[src/rtl/calc_sequencer_if.sv]
// Control/status bundle between calc_sequencer and its surroundings (pin wrapper, serdes, datapath).
// dbg_state mirrors the sequencer FSM state: LOAD=0, ARM=1, WAIT=2, DRAIN=3, CLEAR=4.
interface calc_sequencer_if;
    logic       in_valid;
    logic       abort;
    logic       dp_done;
    logic       load_en;
    logic       start_calc;
    logic       dp_start;
    logic       output_result;
    logic       out_valid;
    logic       serdes_clr_n;
    logic       busy;
    logic       err_timeout;
    logic [7:0] op_count;
    logic [2:0] dbg_state;

    modport master (
        output in_valid, abort, dp_done,
        input  load_en, start_calc, dp_start, output_result, out_valid,
               serdes_clr_n, busy, err_timeout, op_count, dbg_state
    );

    modport slave (
        input  in_valid, abort, dp_done,
        output load_en, start_calc, dp_start, output_result, out_valid,
               serdes_clr_n, busy, err_timeout, op_count, dbg_state
    );
endinterface

[src/rtl/calc_sequencer.sv]
// Sequences one operation: count operand bytes, launch the datapath, wait with timeout,
// drain result bytes through the serdes, then clear it for the next operation.
module calc_sequencer #(
    parameter int WIDTH   = 24,
    parameter int TIMEOUT = 255
) (
    input logic            clk,
    input logic            reset,
    calc_sequencer_if.slave bus
);
    localparam int NBYTES = WIDTH / 8;
    localparam int BCW    = $clog2(2 * NBYTES + 1);
    localparam int WCW    = $clog2(TIMEOUT + 1);
    localparam int DCW    = (NBYTES > 1) ? $clog2(NBYTES) : 1;

    localparam logic [BCW-1:0] BYTES_LAST  = BCW'(2 * NBYTES);
    localparam logic [WCW-1:0] WAIT_LIMIT  = WCW'(TIMEOUT);
    localparam logic [DCW-1:0] DRAIN_FIRST = DCW'(NBYTES - 1);

    typedef enum logic [2:0] {
        S_LOAD  = 3'd0,
        S_ARM   = 3'd1,
        S_WAIT  = 3'd2,
        S_DRAIN = 3'd3,
        S_CLEAR = 3'd4
    } state_e;

    state_e         state_q, state_d;
    logic [BCW-1:0] byte_cnt_q, byte_cnt_d;
    logic [WCW-1:0] wait_cnt_q, wait_cnt_d;
    logic [DCW-1:0] drain_cnt_q, drain_cnt_d;
    logic           err_q, err_d;
    logic [7:0]     ops_q, ops_d;
    logic           out_valid_q;

    always_ff @(posedge clk) begin
        if (!reset) begin
            state_q     <= S_LOAD;
            byte_cnt_q  <= '0;
            wait_cnt_q  <= '0;
            drain_cnt_q <= '0;
            err_q       <= 1'b0;
            ops_q       <= '0;
            out_valid_q <= 1'b0;
        end else begin
            state_q     <= state_d;
            byte_cnt_q  <= byte_cnt_d;
            wait_cnt_q  <= wait_cnt_d;
            drain_cnt_q <= drain_cnt_d;
            err_q       <= err_d;
            ops_q       <= ops_d;
            out_valid_q <= (state_q == S_DRAIN);
        end
    end

    // abort is tested first in every working state so it beats the last byte, dp_done and timeout.
    always_comb begin
        state_d     = state_q;
        byte_cnt_d  = byte_cnt_q;
        wait_cnt_d  = wait_cnt_q;
        drain_cnt_d = drain_cnt_q;
        err_d       = err_q;
        ops_d       = ops_q;
        case (state_q)
            S_LOAD: begin
                if (bus.abort) begin
                    state_d = S_CLEAR;
                end else if (bus.in_valid) begin
                    byte_cnt_d = byte_cnt_q + BCW'(1);
                    if (byte_cnt_d == BYTES_LAST) state_d = S_ARM;
                end
            end
            S_ARM: begin
                state_d = bus.abort ? S_CLEAR : S_WAIT;
            end
            S_WAIT: begin
                if (bus.abort) begin
                    state_d = S_CLEAR;
                end else begin
                    wait_cnt_d = wait_cnt_q + WCW'(1);
                    if (bus.dp_done) begin
                        state_d     = S_DRAIN;
                        drain_cnt_d = DRAIN_FIRST;
                    end else if (wait_cnt_d == WAIT_LIMIT) begin
                        err_d   = 1'b1;
                        state_d = S_CLEAR;
                    end
                end
            end
            S_DRAIN: begin
                if (bus.abort) begin
                    state_d = S_CLEAR;
                end else if (drain_cnt_q == '0) begin
                    ops_d   = ops_q + 8'd1;
                    state_d = S_CLEAR;
                end else begin
                    drain_cnt_d = drain_cnt_q - DCW'(1);
                end
            end
            S_CLEAR: begin
                byte_cnt_d  = '0;
                wait_cnt_d  = '0;
                drain_cnt_d = '0;
                state_d     = S_LOAD;
            end
            default: state_d = S_LOAD;
        endcase
    end

    assign bus.load_en       = (state_q == S_LOAD) && bus.in_valid;
    assign bus.start_calc    = (state_q == S_ARM) || (state_q == S_WAIT) || (state_q == S_DRAIN);
    assign bus.dp_start      = (state_q == S_ARM);
    assign bus.output_result = (state_q == S_DRAIN);
    assign bus.out_valid     = out_valid_q;
    assign bus.serdes_clr_n  = (state_q != S_CLEAR);
    assign bus.busy          = (state_q != S_LOAD);
    assign bus.err_timeout   = err_q;
    assign bus.op_count      = ops_q;
    assign bus.dbg_state     = state_q;
endmodule

[src/flat_wrapper.sv]
// flat-port wrapper written by rule: the top's interface ports become plain ports
module calc_sequencer_flat 
#(
    parameter int WIDTH   = 24,
    parameter int TIMEOUT = 255
)
  (clk, reset, bus_in_valid, bus_abort, bus_dp_done, bus_load_en, bus_start_calc, bus_dp_start, bus_output_result, bus_out_valid, bus_serdes_clr_n, bus_busy, bus_err_timeout, bus_op_count, bus_dbg_state);
  calc_sequencer_if bus_i ();
  input logic clk;
  input logic reset;
  input wire logic [$bits(bus_i.in_valid)-1:0] bus_in_valid;
  input wire logic [$bits(bus_i.abort)-1:0] bus_abort;
  input wire logic [$bits(bus_i.dp_done)-1:0] bus_dp_done;
  output wire logic [$bits(bus_i.load_en)-1:0] bus_load_en;
  output wire logic [$bits(bus_i.start_calc)-1:0] bus_start_calc;
  output wire logic [$bits(bus_i.dp_start)-1:0] bus_dp_start;
  output wire logic [$bits(bus_i.output_result)-1:0] bus_output_result;
  output wire logic [$bits(bus_i.out_valid)-1:0] bus_out_valid;
  output wire logic [$bits(bus_i.serdes_clr_n)-1:0] bus_serdes_clr_n;
  output wire logic [$bits(bus_i.busy)-1:0] bus_busy;
  output wire logic [$bits(bus_i.err_timeout)-1:0] bus_err_timeout;
  output wire logic [$bits(bus_i.op_count)-1:0] bus_op_count;
  output wire logic [$bits(bus_i.dbg_state)-1:0] bus_dbg_state;
  assign bus_i.in_valid = bus_in_valid;
  assign bus_i.abort = bus_abort;
  assign bus_i.dp_done = bus_dp_done;
  assign bus_load_en = bus_i.load_en;
  assign bus_start_calc = bus_i.start_calc;
  assign bus_dp_start = bus_i.dp_start;
  assign bus_output_result = bus_i.output_result;
  assign bus_out_valid = bus_i.out_valid;
  assign bus_serdes_clr_n = bus_i.serdes_clr_n;
  assign bus_busy = bus_i.busy;
  assign bus_err_timeout = bus_i.err_timeout;
  assign bus_op_count = bus_i.op_count;
  assign bus_dbg_state = bus_i.dbg_state;
  calc_sequencer #(.WIDTH(WIDTH), .TIMEOUT(TIMEOUT)) u_core (.clk(clk), .reset(reset), .bus(bus_i));
endmodule
[config.mk]
export PLATFORM = sky130hd
export DESIGN_NAME = calc_sequencer_flat
export DESIGN_NICKNAME = d
export VERILOG_FILES = /design/src/rtl/calc_sequencer_if.sv /design/src/rtl/calc_sequencer.sv /design/src/flat_wrapper.sv
export SDC_FILE = /design/constraint.sdc
export NUM_CORES = 1
export LEC_CHECK = 0
export BUFFER_PORTS_ARGS = -buffer_cell sky130_fd_sc_hd__buf_2
export CAP_MARGIN = 20
export CORE_MARGIN = 1.5
export CORE_UTILIZATION = 60
export CTS_BUF_LIST = sky130_fd_sc_hd__clkbuf_2 sky130_fd_sc_hd__clkbuf_4 sky130_fd_sc_hd__clkbuf_8
export DETAILED_ROUTE_END_ITERATION = 12
export PLACE_DENSITY = 0.84
export SLEW_MARGIN = 20
export SYNTH_ARGS = -nofsm -noshare
export SYNTH_HDL_FRONTEND = slang
export SYNTH_SLANG_ARGS = --single-unit
[constraint.sdc]
create_clock -name clk -period 4 [get_ports clk]
set_clock_uncertainty 0.2 [all_clocks]
set_input_delay 0.2 -clock clk [delete_from_list [all_inputs] [get_ports clk]]
set_output_delay 0.2 -clock clk [all_outputs]
set_load 0.1 [all_outputs]
==> results.yml, run 1 <==
clock_tree:
  worstSkewPairLatency_ps: 320
  cts_tree: "built"
  cts-buffers-inserted: 3
  cts_resized: 0
  clk_pin_slew_ps: 140
  htree_levels: 1
  cts_setup_buffers: 0
  cts_hold_buf: 0
  clockBufferDepth: 2
  clockRootBuffer: "clkbuf_4"
  numClockSinks: 26
route:
  drtPass1Iterations: 4
  drt_iter0_markers: 19
  post-route-drc-count: 0
  post_drt_wl_per_cell_um: 13.27
  dr_total_vias: 1249
  avgViaCountPerCell: 5.703
  antenna_left: 0
  drt_wl_total_um: 2906
synthesis:
  synth_largest_area_cell: "dfxtp_1"
  synth.net_count: 183
  synth_seq_cells: 26
  synth_area_um2: 1463
  synthTopCellsByArea: "dfxtp_1 36%, nand2_1 5.4%, ha_1 5.1%, xnor2_1 4.8%, and2_1 4.3%"
  synthCells: 172
  ys_seq_area_share_pct: 35.59
  yosys-mux-area-fraction_pct: 1.369
  synth.distinct_cells: 40
  avgSynthCellArea_um2: 8.504
  synth_compound_area_share_pct: 14.20
  yosysTopAreaCellShare_pct: 35.59
  synthSimpleGateAreaFrac_pct: 31.57
  yosysWarnings: 0
  synth-xor-area-share_pct: 7.784
  synthAdderAreaFrac_pct: 5.133
  synth_top_family_by_area: "simple AND/OR/NAND/NOR gates"
placement:
  dp_hpwl_um: 2163
  dp_cells: 215
  placed_area_um2: 1575
  routabilityCongestion: 0.8983
  numPortBuffers: 23
final_layout:
  multi_input_comb_area_um2: 878.3
  mostFrequentLayoutCells: "26 x dfxtp_1, 23 x buf_2, 21 x nand2_1"
  final_net_count: 203
  nFillCells: 171
  n_antenna_cell: 0
  syn2layout_area_growth_pct: 10.18
  fin_area_um2: 1612
  layout-drive-gt1-share_pct: 17.80
  stdcell_count: 219
  final_common_cell: "dfxtp_1"
  register_area_um2: 520.5
worst_setup_path:
  critPathMaxFanout: 13
  critPathRequiredTime_ps: 3600
  path_cells: "or3b_2 > buf_2"
  crit_start: "u_core.bus.dbg_state[2]$_SDFFE_PN0P_"
  arrival_ps: 1850
  cp_slowest_stage_delay_ps: 620
  r2r_start: "u_core.wait_cnt_q[0]$_SDFFE_PN0P_"
  crit_type: "reg2out"
  end_kind: "output pin"
  startpoint_type: "register"
  critPathSlowestCell: "dfxtp_1"
floorplan:
  ios: 24
  die_h_um: 52.38
  dieArea_um2: 2743
  core_um2: 2255
  start_util_pct: 64.87
  rows: 17
  die_x_um: 52.38
sta:
  setup_viol: 0
  rsz0062_at_grt: "false"
  tns_ps: 0
  fin_crit_ps: 2253
  fmax_mhz: 443.9
  slew_headroom_pct: 64.02
  fin_crit_sh_pct: 56.32
  drv_slew: 0
  final_hold_viol_count: 0
  tightest_slew_ps: 536.7
global_route:
  grt_max_degree: 25
  grt-ovfl-total: 0
  grt_pass1_vias: 1196
  grt.total_usage_pct: 23.49
  antenna_found_initial: 0
  grt_first_pass_wirelength_um: 4905
hold_path:
  holdCritPathClass: "in2reg"
  hp-start: "bus_abort"
pwr:
  power_mw: 0.5952
  power_leakage_nw: 0.6648
  vdd_drop_max_uv: 306.2
  powerDensity_nw_per_um2: 369.4
status:
  status: "finished clean"
job:
  maxCapViolCount: 0
cell type report:
type,count,area share [%]
multi-input cells,131,54.50
well taps,28,2.174
inverters,7,1.630
repair buffers,23,7.143
clock buffers,4,2.252
flip-flops and latches,26,32.30
worst max-delay path, delay by kind of cell (launching register included):
| family | cells | cell delay (ps) |
|---|---|---|
| flops | 1 | 620 |
| buf+inv | 1 | 330 |
| simple gates | 1 | 580 |
cells by family after synthesis:
group                    count (synthesis)
AO/OA/AOI/OAI                           28
XOR/XNOR                                13
adder cells (fa/ha/maj)                  6
buffers and inverters                   15
flip-flops                              26
multiplexers                             2
AND/OR/NAND/NOR                         82
per-layer routing:
| layer | GRT usage, % | vias to the layer above | share of wire [%] |
|---|---|---|---|
| met1 | 27.16 | 598 | 46 |
| met5 | 0 | - | 0 |
| li1 | - | 625 | - |
| met3 | 3.143 | 4 | 3.1 |
| met2 | 42.08 | 22 | 50 |
| met4 | 11.11 | 0 | 1.1 |
flip-flops by register name (all words and copies together), names as in the netlist:
signal                  cells
u_core.bus.op_count         8
u_core.wait_cnt_q           8
u_core.bus.dbg_state        3
u_core.byte_cnt_q           3
u_core.drain_cnt_q          2
u_core.bus.err_timeout      1
u_core.bus.out_valid        1
through the flow:
step / setup WS, ps / utilization (%) / hold WS (ps)
after floorplan: 148.9 / - / 138.3
after global placement: 1943 / 69.87 / 252.2
after detailed placement: 1884 / 69.87 / 267.5
after CTS: 1748 / 71.48 / 28.38
after global routing: 1618 / 71.48 / 50.51
final: 1747 / 71.48 / 37.76
power breakdown:
| group | switching [mW] | internal [mW] |
|---|---|---|
| Sequential | 0.0158 | 0.267 |
| Clock | 0.0778 | 0.0557 |
| Combinational | 0.145 | 0.0343 |
cell usage after synthesis:
library cell / n
dfxtp_1: 26
nand2_1: 21
nor2_1: 11
and2_1: 10
nor2b_1: 8
xnor2_1: 8
inv_1: 7
o21ai_0: 7
ha_1: 6
a21boi_0: 5
nand3_1: 5
nand4_1: 5
nor3_1: 5
xor2_1: 5
clkbuf_1: 4
o21a_1: 4
a21oi_1: 3
buf_2: 3
nand2b_1: 3
a31oi_1: 2
and3_1: 2
and3b_1: 2
mux2i_1: 2
or3_1: 2
a2111oi_4: 1
a211oi_1: 1
a22oi_1: 1
and3_2: 1
and4_1: 1
buf_4: 1
nand3_2: 1
nand4b_1: 1
nor3_2: 1
nor4_4: 1
o2111a_1: 1
o211a_1: 1
o22ai_1: 1
o31ai_1: 1
or3_4: 1
or3b_2: 1
worst paths after layout:
kind / end / slack [ps] / cells after the start
worst min-delay path: u_core.bus.dbg_state[1]$_SDFFE_PN0P_ / 40 / 3
worst max-delay path: bus_serdes_clr_n / 1750 / 2
worst min register to register: u_core.bus.err_timeout$_SDFFE_PN0P_ / 300 / 1
worst max register to register: u_core.bus.dbg_state[2]$_SDFFE_PN0P_ / 1830 / 6
No activity file was read; power rests on OpenSTA's default activity.
==> inputs of run 2 (changes only) <==
--- a/config.mk
+++ b/config.mk
@@ -5,13 +5,14 @@
 export SDC_FILE = /design/constraint.sdc
 export NUM_CORES = 1
 export LEC_CHECK = 0
+export ABC_AREA = 1
 export BUFFER_PORTS_ARGS = -buffer_cell sky130_fd_sc_hd__buf_2
 export CAP_MARGIN = 20
 export CORE_MARGIN = 1.5
-export CORE_UTILIZATION = 60
+export CORE_UTILIZATION = 52
 export CTS_BUF_LIST = sky130_fd_sc_hd__clkbuf_2 sky130_fd_sc_hd__clkbuf_4 sky130_fd_sc_hd__clkbuf_8
 export DETAILED_ROUTE_END_ITERATION = 12
-export PLACE_DENSITY = 0.84
+export PLACE_DENSITY = 0.78
 export SLEW_MARGIN = 20
 export SYNTH_ARGS = -nofsm -noshare
 export SYNTH_HDL_FRONTEND = slang
==> constraint.sdc (replaced) <==
create_clock -name clk -period 1.8 [get_ports clk]
set_clock_uncertainty 0.2 [all_clocks]
set_input_delay 0.09 -clock clk [delete_from_list [all_inputs] [get_ports clk]]
set_output_delay 0.09 -clock clk [all_outputs]
set_load 0.1 [all_outputs]
==> run 2 against run 1 <==
  * Core utilization is 0.30 points lower
  * Sequential cell count stayed put
  * Count of clock-buffer cells in the layout stayed put
  * Cell area is 11% higher
  * Routed wire length is 8.4% higher
  * Sequential share of layout area is 2.3 points lower
  * Non-clock buffer count is 11 higher
  * First-iteration DRC count is 79% higher
==> results.yml, run 2 <==
route:
  dr_total_vias: 1363
  drtPass1Iterations: 4
  post-route-drc-count: 0
  drt_wl_total_um: 3149
  post_drt_wl_per_cell_um: 11.88
  antenna_left: 0
  drt_iter0_markers: 34
  avgViaCountPerCell: 5.143
clock_tree:
  clk_pin_slew_ps: 140
  worstSkewPairLatency_ps: 320
  clockBufferDepth: 2
  cts_tree: "built"
  numClockSinks: 26
  cts-buffers-inserted: 3
  clockRootBuffer: "clkbuf_4"
  htree_levels: 1
final_layout:
  n_antenna_cell: 0
  stdcell_count: 265
  mostFrequentLayoutCells: "43 x nand2_1, 20 x inv_1, 19 x a21oi_1"
  final_util_pct: 71.18
  syn2layout_area_growth_pct: 28.01
  multi_input_comb_area_um2: 857.1
  final_common_cell: "nand2_1"
  fin_area_um2: 1795
  final_net_count: 247
  register_area_um2: 538.0
  nFillCells: 198
  layout-drive-gt1-share_pct: 27.66
global_route:
  grt-ovfl-total: 0
  grt_pass1_vias: 1240
  grt_first_pass_wirelength_um: 5133
  grt_max_degree: 15
  antenna_found_initial: 0
  grt.total_usage_pct: 23.43
synthesis:
  synthFlopType: "dfxtp_1"
  synth_most_common_cell: "nand2_1"
  avgSynthCellArea_um2: 7.013
  synth_async_sr_flop_share_pct: 0
  synthSimpleGateAreaFrac_pct: 33.27
  synth_edf_count: 0
  synth-xor-area-share_pct: 3.122
  synth_top_family_by_area: "simple AND/OR/NAND/NOR gates"
  synthAdderAreaFrac_pct: 5.352
  synth_largest_area_cell: "dfxtp_1"
  synth.net_count: 211
  yosysWarnings: 0
  synth_common_cells: "46 x nand2_1, 26 x dfxtp_1, 23 x nor2_1"
  yosysTopAreaCellShare_pct: 37.11
  synth_area_um2: 1403
  synth_seq_cells: 26
  synthTopCellsByArea: "dfxtp_1 37%, nand2_1 12%, a21oi_1 6.8%, nor2_1 6.2%, inv_1 5.6%"
  synth.distinct_cells: 29
  synth_compound_area_share_pct: 14.01
  yosys-mux-area-fraction_pct: 0
  ys_seq_area_share_pct: 37.11
  synthCells: 200
job:
  maxCapViolCount: 0
floorplan:
  die_h_um: 54.94
  core_um2: 2522
  die_x_um: 54.94
  rows: 18
  start_util_pct: 55.61
  ios: 24
  dieArea_um2: 3018
placement:
  routabilityCongestion: 0.8323
  placed_area_um2: 1664
  numPortBuffers: 23
  dp_hpwl_um: 2304
  dp_cells: 255
worst_setup_path:
  reg2reg_slack_ps: 140
  crit_type: "reg2out"
  cp_num_buf_inv: 2
  critPathSlowestCell: "dfxtp_4"
  r2r_cells: 10
  r2r_start: "u_core.wait_cnt_q[0]$_SDFFE_PN0P_"
  path_delay_family: "buffers and inverters"
  critPathMaxFanout: 6
  arrival_ps: 1450
  r2r_end: "u_core.bus.dbg_state[0]$_SDFFE_PN0P_"
  path_cells: "nor2_1 > buf_4 > nor2_4 > buf_2"
  cp_slowest_stage_delay_ps: 430
  critPathRequiredTime_ps: 1510
  startpoint_type: "register"
  end_kind: "output pin"
status:
  status: "finished clean"
pwr:
  power_leakage_nw: 0.7634
  vdd_drop_max_uv: 909.5
  powerDensity_nw_per_um2: 762.3
  power_mw: 1.369
sta:
  drv_slew: 0
  fin_crit_ps: 1741
  tightest_slew_ps: 485.6
  slew_headroom_pct: 67.85
  final_hold_viol_count: 0
  fin_crit_sh_pct: 96.70
  setup_viol: 0
  fmax_mhz: 574.5
hold_path:
  hold_end: "u_core.byte_cnt_q[0]$_SDFFE_PN0P_"
  hp-start: "bus_in_valid"
  holdCritPathClass: "in2reg"
  hold-path-cell-count: 4
-- run 2: cell count changes after synthesis, sizes merged, moves of 5 or more --
cell and delta:
a21boi -5, nor2 +16, xnor2 -7, nand2 +26
and2 -10, nand3 +10, nor2b -8, inv +15
a21oi +16
-- run 2: area by class of cell --
type	instances	share of cell area, %
timing repair buffer	34	13.52
inverter	23	5.017
clock buffer	4	1.672
tap	30	2.091
multi-input combinational	148	47.74
sequential	26	29.97
-- run 2: layer usage --
metal / track usage [%] / vias to the layer above / share of wire [%]
met1: 29.12 / 602 / 47
met3: 4.032 / 5 / 3.8
met4: 10.98 / 0 / 0.76
met5: 0 / - / 0
li1: - / 725 / -
met2: 39.29 / 31 / 49
-- run 2: repair_timing --
action                                  in CTS  in global routing
hold endpoints to repair                     8                  0
buffers inserted                             0                  3
gates resized for setup                      0                 17
hold buffers                                 3                  0
endpoints found under the setup margin       0                 10
-- run 2: worst max-delay path by stage --
stage | from | end | slack, ps | cells past startpoint
2_1_floorplan | u_core.bus.dbg_state[0]$_SDFFE_PN0P_ | u_core.bus.op_count[7]$_SDFFE_PN0P_ | -470 | 7
3_3_place_gp | u_core.wait_cnt_q[0]$_SDFFE_PN0P_ | u_core.bus.dbg_state[0]$_SDFFE_PN0P_ | 110 | 10
3_5_place_dp | u_core.wait_cnt_q[0]$_SDFFE_PN0P_ | u_core.bus.dbg_state[0]$_SDFFE_PN0P_ | 60 | 10
4_1_cts | u_core.bus.dbg_state[1]$_SDFFE_PN0P_ | bus_serdes_clr_n | 30 | 4
5_1_grt | u_core.wait_cnt_q[0]$_SDFFE_PN0P_ | u_core.bus.dbg_state[1]$_SDFFE_PN0P_ | -20 | 10
6_report | u_core.bus.dbg_state[1]$_SDFFE_PN0P_ | bus_start_calc | 60 | 4
-- run 2: logic make-up after synthesis --
logic type	after synthesis
fa+ha+maj	6
simple gates	101
compound gates	36
flops	26
buf+inv	26
xor+xnor	5
-- run 2: tightest hold or removal path, stage by stage --
cell	delay [ps]
buf_2	100
nand3_1	120
nand2_1	130
a21oi_1	70
-- run 2: metrics by stage --
stage	setup slack, ps	hold slack [ps]	TNS, ps
floorplan	-471.8	-12.98	-5258
global placement	113.3	183.4	0
detailed placement	59.30	187.7	0
CTS	28.25	10.24	0
global route	-24.62	62.00	-44.62
finish	59.36	22.67	0
-- run 2: where the power goes --
group	internal (mW)	switching, mW
clock	0.102	0.167
combinational	0.122	0.354
sequential	0.601	0.0233
==> inputs of run 3 (changes only) <==
--- a/config.mk
+++ b/config.mk
@@ -13,6 +13,7 @@
 export CTS_BUF_LIST = sky130_fd_sc_hd__clkbuf_2 sky130_fd_sc_hd__clkbuf_4 sky130_fd_sc_hd__clkbuf_8
 export DETAILED_ROUTE_END_ITERATION = 12
 export PLACE_DENSITY = 0.78
+export RECOVER_POWER = 50
 export SLEW_MARGIN = 20
 export SYNTH_ARGS = -nofsm -noshare
 export SYNTH_HDL_FRONTEND = slang
==> run 3 against run 2 <==
  * Hold slack better by 2.0 ps
  * Critical path depth unchanged
  * Non-clock buffer count stayed put
  * Critical endpoint unchanged
  * Register-to-register slack about the same
  * Die area stayed put
==> results.yml, run 3 (synthesis results as in run 2) <==
sta:
  fin_crit_sh_pct: 96.66
  fmax_mhz: 574.8
  fin_crit_ps: 1740
  setup_viol: 0
  drv_slew: 0
  tns_ps: 0
  final_hold_viol_count: 0
  slew_headroom_pct: 64.08
  tightest_slew_ps: 541.1
clock_tree:
  cts-buffers-inserted: 3
  cts_tree: "built"
  numClockSinks: 26
  worstSkewPairLatency_ps: 320
  clk_pin_slew_ps: 140
  htree_levels: 1
  clockBufferDepth: 2
  clockRootBuffer: "clkbuf_4"
placement:
  routabilityCongestion: 0.8323
  numPortBuffers: 23
  dp_hpwl_um: 2304
  dp_cells: 255
hold_path:
  hold-path-cell-count: 4
  hold_end: "u_core.byte_cnt_q[0]$_SDFFE_PN0P_"
  holdCritPathClass: "in2reg"
  hp-start: "bus_in_valid"
final_layout:
  final_common_cell: "nand2_1"
  n_antenna_cell: 0
  mostFrequentLayoutCells: "43 x nand2_1, 20 x inv_1, 19 x a21oi_1"
  nFillCells: 199
  layout-drive-gt1-share_pct: 27.66
  stdcell_count: 265
  final_net_count: 247
  syn2layout_area_growth_pct: 27.83
route:
  post_drt_wl_per_cell_um: 11.92
  drtPass1Iterations: 4
  avgViaCountPerCell: 5.177
  drt_iter0_markers: 33
  drt_wl_total_um: 3158
  dr_total_vias: 1372
  post-route-drc-count: 0
  antenna_left: 0
global_route:
  grt_max_degree: 15
  grt.total_usage_pct: 23.43
  antenna_found_initial: 0
  grt_first_pass_wirelength_um: 5133
  grt_pass1_vias: 1240
  grt-ovfl-total: 0
worst_setup_path:
  critPathRequiredTime_ps: 1510
  cp_num_buf_inv: 2
  critPathMaxFanout: 6
  cp_slowest_stage_delay_ps: 430
  crit_type: "reg2out"
  arrival_ps: 1450
  end_kind: "output pin"
  path_delay_family: "buffers and inverters"
  critPathSlowestCell: "dfxtp_4"
  startpoint_type: "register"
  path_cells: "nor2_1 > buf_4 > nor2_4 > buf_2"
  r2r_cells: 10
  r2r_start: "u_core.wait_cnt_q[0]$_SDFFE_PN0P_"
  r2r_end: "u_core.bus.dbg_state[0]$_SDFFE_PN0P_"
  reg2reg_slack_ps: 130
job:
  maxCapViolCount: 0
pwr:
  powerDensity_nw_per_um2: 762.8
  power_leakage_nw: 0.7515
  vdd_drop_max_uv: 909.8
floorplan:
  start_util_pct: 55.61
  core_um2: 2522
  ios: 24
  die_h_um: 54.94
  dieArea_um2: 3018
  rows: 18
  die_x_um: 54.94
status:
  status: "finished clean"
-- run 3: cell types whose count changed in the layout (fill, tap and decap cells not counted) --
| cell | change |
|---|---|
| buf_4 | -1 |
| buf_2 | -14 |
| clkbuf_2 | +15 |
-- run 3: worst max path at each step --
| stage | from | endpoint | slack (ps) | depth (start not counted) |
|---|---|---|---|---|
| final | u_core.bus.dbg_state[1]$_SDFFE_PN0P_ | bus_start_calc | 60 | 4 |
| after global routing | u_core.wait_cnt_q[0]$_SDFFE_PN0P_ | u_core.bus.dbg_state[1]$_SDFFE_PN0P_ | -30 | 10 |
| after CTS | u_core.bus.dbg_state[1]$_SDFFE_PN0P_ | bus_serdes_clr_n | 30 | 4 |
| after detailed placement | u_core.wait_cnt_q[0]$_SDFFE_PN0P_ | u_core.bus.dbg_state[0]$_SDFFE_PN0P_ | 60 | 10 |
| after global placement | u_core.wait_cnt_q[0]$_SDFFE_PN0P_ | u_core.bus.dbg_state[0]$_SDFFE_PN0P_ | 110 | 10 |
| after floorplan | u_core.bus.dbg_state[0]$_SDFFE_PN0P_ | u_core.bus.op_count[7]$_SDFFE_PN0P_ | -470 | 7 |
-- run 3: worst min-delay path, cell delays in order --
cell	delay, ps
buf_2	100
nand3_1	120
nand2_1	130
a21oi_1	70
-- run 3: area by class of cell --
class | instances | area, µm² | share of cell area, %
flip-flops and latches | 26 | 538.0 | 30.01
multi-input cells | 148 | 857.1 | 47.80
clock buffers | 4 | 30.03 | 1.675
inverters | 23 | 90.09 | 5.024
repair buffers | 34 | 240.2 | 13.40
well taps | 30 | 37.54 | 2.094
-- run 3: where the power goes --
group | internal, mW | leakage, nW | switching [mW]
Combinational | 0.121 | 0.518 | 0.354
Clock | 0.102 | 0.0184 | 0.167
Sequential | 0.601 | 0.215 | 0.0235
Total | 0.823 | 0.752 | 0.544
-- run 3: through the flow --
step	hold slack [ps]	util [%]	cell area, µm²	setup slack [ps]	power [mW]
global placement	183.4	65.97	1664	113.3	1.075
floorplan	-12.98	-	1458	-471.8	0.9929
detailed placement	187.7	65.97	1664	59.30	1.086
global route	62.16	71.08	1793	-26.25	1.422
CTS	10.24	68.35	1724	28.25	1.362
finish	24.67	71.08	1793	60.16	1.368
-- run 3: routing by layer --
layer  up-vias  wire [µm]  GRT usage (%)
met2        33       1547          39.29
met3         5        146          4.032
met5         -          0              0
li1        725          -              -
met4         0         24          10.98
met1       609       1439          29.12
-- run 3: what timing repair did --
| action | 4_1_cts | 5_1_grt |
|---|---|---|
| hold buffers | 3 | 0 |
| endpoints found under the setup margin | 0 | 10 |
| hold endpoints to repair | 8 | 0 |
| gates resized for setup | 0 | 17 |
| setup buffers | 0 | 3 |
